File: src/rtl/serial_subtractor.sv
// serial_subtractor: LSB-first bit-serial unsigned a-b with start/busy/done handshake
module serial_subtractor #(
  parameter int WIDTH = 8
) (
  input  logic             clk,
  input  logic             reset,
  input  logic             start,
  input  logic [WIDTH-1:0] a,
  input  logic [WIDTH-1:0] b,
  output logic             busy,
  output logic             done,
  output logic [WIDTH-1:0] diff,
  output logic             borrow
);
  localparam int CW = $clog2(WIDTH + 1);
  typedef enum logic [1:0] {IDLE, SHIFT, DONE} state_t;
  state_t state, state_n;
  logic [WIDTH-1:0] sa, sb, res, res_n;
  logic [CW-1:0] cnt;
  logic br, br_n, last;
  always_comb begin
    br_n = (~sa[0] & sb[0]) | (~(sa[0] ^ sb[0]) & br);
    res_n = {sa[0] ^ sb[0] ^ br, res[WIDTH-1:1]};
    last = cnt == CW'(WIDTH - 1);
    state_n = state == IDLE ? (start ? SHIFT : IDLE) :
              state == SHIFT ? (last ? DONE : SHIFT) : IDLE;
  end
  always_ff @(posedge clk or posedge reset) begin
    if (reset) begin
      state <= IDLE;
      sa <= '0;
      sb <= '0;
      res <= '0;
      cnt <= '0;
      br <= 1'b0;
      busy <= 1'b0;
      done <= 1'b0;
      diff <= '0;
      borrow <= 1'b0;
    end else begin
      state <= state_n;
      busy <= state_n == SHIFT;
      done <= state_n == DONE;
      if (state == IDLE && start) begin
        sa <= a;
        sb <= b;
        br <= 1'b0;
        cnt <= '0;
      end
      if (state == SHIFT) begin
        sa <= sa >> 1;
        sb <= sb >> 1;
        br <= br_n;
        res <= res_n;
        cnt <= cnt + 1'b1;
      end
      if (state == SHIFT && last) begin
        diff <= res_n;
        borrow <= br_n;
      end
    end
  end
endmodule

File: config.mk
export PLATFORM = sky130hd
export DESIGN_NAME = serial_subtractor
export DESIGN_NICKNAME = d
export VERILOG_FILES = /design/src/rtl/serial_subtractor.sv
export SDC_FILE = /design/constraint.sdc
export NUM_CORES = 1
export LEC_CHECK = 0
export CAP_MARGIN = 20
export CORE_MARGIN = 4
export CORE_UTILIZATION = 41
export DETAILED_ROUTE_END_ITERATION = 8
export GPL_TIMING_DRIVEN = 0
export SYNTH_ARGS = -nofsm -noshare
export SYNTH_HDL_FRONTEND = slang
export SYNTH_SLANG_ARGS = --single-unit
File: constraint.sdc
create_clock -name clk -period 4.2 [get_ports clk]
set_input_delay 0.84 -clock clk [delete_from_list [all_inputs] [get_ports clk]]
set_output_delay 0.84 -clock clk [all_outputs]
set_load 0.01 [all_outputs]
==> flow_summary.ini <==
[cts]
path_clk_slew_ns = 0.08
clkLatencyLatePin_ns = 0.30
cts.path.max_buffers = 2
cts_made_buffers = 5
cts_root_buf = clkbuf_8
cts-htree-levels = 2
cts_tree = yes
post_cts_buffers = 0
hold_buffers = 0
cts_num_sinks = 41
cts_repair_resize_count = 0

[power]
power.leakage_nw = 0.951
p_int_mw = 1.02
p_seq_share_pct = 42.5
p_comb_share_pct = 37.0
power_mw = 1.56
p_sw_mw = 0.543
power.density_mw_per_mm2 = 718
irDropWorstVdd_uv = 302
pwr-share-clk_pct = 20.4
swShare_pct = 34.7

[timing]
finalSetupTns_ns = 0
fin_crit_sh_pct = 49.8
drv_slew = 0
fin_skew_ns = 0.00803
worst_slew_pin_slew_ns = 0.841
slew_headroom_pct = 43.9
fin_ws_ns = 2.11
hold_viol = 0
rsz0062_at_grt = false
finalSetupViolCount = 0
max_freq_mhz = 478
post-route-min-period_ns = 2.09

[placed_design]
place_ws_ns = 1.80
place_congestion = 0.781
hpwl_mm = 2.40
port-buffer-count = 29
placedCellCount = 239

[drt]
wl_per_cell_um = 13.8
drc_errors = 0
drtPass1Iterations = 4
antenna_left = 0
drt_iter0_drc = 59
viasPerCell = 5.21
vias = 1286
routed_wl_mm = 3.41

[grt]
track_usage_pct = 15.2
grt_pass1_vias = 1332
grt_max_degree = 42
grt_first_pass_wirelength_mm = 6.13
grt.overflow.total = 0
antenna_found_initial = 0

[die]
coreArea_mm2 = 0.00403
start_util_pct = 42.4
die_area_mm2 = 0.00527
io_pins = 30
die_w_um = 72.6
row_count = 23
die_h_um = 72.6

[worst_setup_path]
cp.arrival_ns = 2.30
crit_type = in2reg
cp_cell_sequence = clkdlybuf4s50_1 -> nor2b_1 -> buf_2 -> a22oi_1 -> o21ai_0
max_stage_delay_ns = 0.58
cpMaxStageDelayCell = clkdlybuf4s50_1
cp-start-kind = input pin
cp_data_required_time_ns = 4.41
cp_max_fo = 10
end_kind = register

[cells_and_area]
drive_above_1_share_pct = 11.2
final_cell_mix = dfrtp_1, nand2_1, clkdlybuf4s50_1
syn2layout_area_growth_pct = 27.4
fin_nets = 217
diodes = 0
final_common_cell = dfrtp_1
fin_cells = 247
final_util_pct = 54.0

[yosys]
netlist_area_mm2 = 0.00171
yosys_register_bits = 41
synth_compound_area_share_pct = 14.6
synth_top_area_share_pct = 60.0
yosys-top-cells-area = dfrtp_1, nand2_1, a22oi_1, mux2_2, o21ai_0
synth_nets = 181
yosysWarnings = 0
synth_cells = 160
muxShareOfSynthArea_pct = 6.52
synth_top_family_by_area = compound AO/OA/AOI/OAI gates
synth_xor_area_share_pct = 0
synthAdderAreaFrac_pct = 1.90
synth_top_cell_by_area = dfrtp_1
synth.distinct_cells = 22
synth-seq-area-share_pct = 60.0
synthSimpleGateAreaFrac_pct = 13.9
syn_avg_cell_area_um2 = 10.7

[run_status]
outcome = finished, final reports clean

[run]
drv_cap = 0

[hold_path]
worstHoldPathType = reg2reg
[synth_stat cells]
library cell,instances
a21oi_1,4
a22o_1,2
a22oi_1,14
a2bb2oi_1,1
buf_2,3
clkbuf_1,6
dfrtp_1,41
fa_1,1
ha_1,1
inv_1,4
mux2_2,9
mux2i_1,1
nand2_1,40
nand2b_1,1
nand3_1,3
nor2_1,2
nor2b_1,5
nor3_1,1
nor3_4,1
o21ai_0,18
o21bai_1,1
or3_1,1
[routing by layer]
layer | vias to the layer above | share of wire, % | GRT usage, %
li1 | 623 | - | -
met1 | 612 | 47 | 18.8
met2 | 45 | 46 | 24.9
met3 | 6 | 5.5 | 4.57
met4 | 0 | 1.4 | 5.74
met5 | - | 0 | 0
[layout make-up]
type	instances	area [µm²]
Multi-Input combinational cell	106	631
Tap cell	50	62.6
Inverter	4	15.0
Sequential cell	41	1030
Fill cell	361	1850
Timing Repair Buffer	29	290
Clock inverter	3	46.3
Buffer	9	37.5
Clock buffer	5	68.8
[per-stage QoR]
step                cell area [µm²]  hold WS [ns]
floorplan                      1710         0.440
global placement               2060         0.455
detailed placement             2060         0.463
CTS                            2180         0.481
global route                   2180         0.509
finish                         2180         0.474
[cell families after synthesis]
group | count (synthesis)
muxes | 10
and+or+nand+nor | 54
DFF | 41
adders and majority gates | 2
buffers and inverters | 13
AOI/OAI and AO/OA | 40
[worst max-delay path, delay by kind of cell]
family	cells	cell delay (ns)
and+or+nand+nor	1	0.31
buffers and inverters	2	0.87
AOI/OAI and AO/OA	2	0.28
[path summary, 6_finish.rpt]
path,startpoint,endpoint,slack (ns),depth (start not counted)
setup reg to reg,cnt[0]$_DFFE_PP0P_,diff[5]$_DFFE_PP0P_,2.56,4
hold reg to reg,res[1]$_DFFE_PP0N_,res[1]$_DFFE_PP0N_,0.47,2
max in group asynchronous,reset,cnt[3]$_DFFE_PP0P_,2.63,2
setup / recovery,start,sa[6]$_DFFE_PP0P_,2.11,5
hold / removal,res[1]$_DFFE_PP0N_,res[1]$_DFFE_PP0N_,0.47,2
min in group asynchronous,reset,diff[1]$_DFFE_PP0P_,1.03,2
[power by group through the flow]
stage               registers [mW]  logic [mW]  clock network (mW)
finish                       0.664       0.579               0.319
global route                 0.690       0.673               0.347
CTS                          0.666       0.590               0.330
detailed placement           0.674       0.590                   0
global placement             0.665       0.576                   0
floorplan                    0.674       0.368                   0
[flip-flops by register name (all words and copies together) (netlist names)]
| register | count |
|---|---|
| diff | 8 |
| sa | 8 |
| sb | 8 |
| cnt | 4 |
| done | 1 |
| br | 1 |
| borrow | 1 |
| state | 2 |
| res | 7 |
| busy | 1 |
Power figures use the tool's default switching activity.
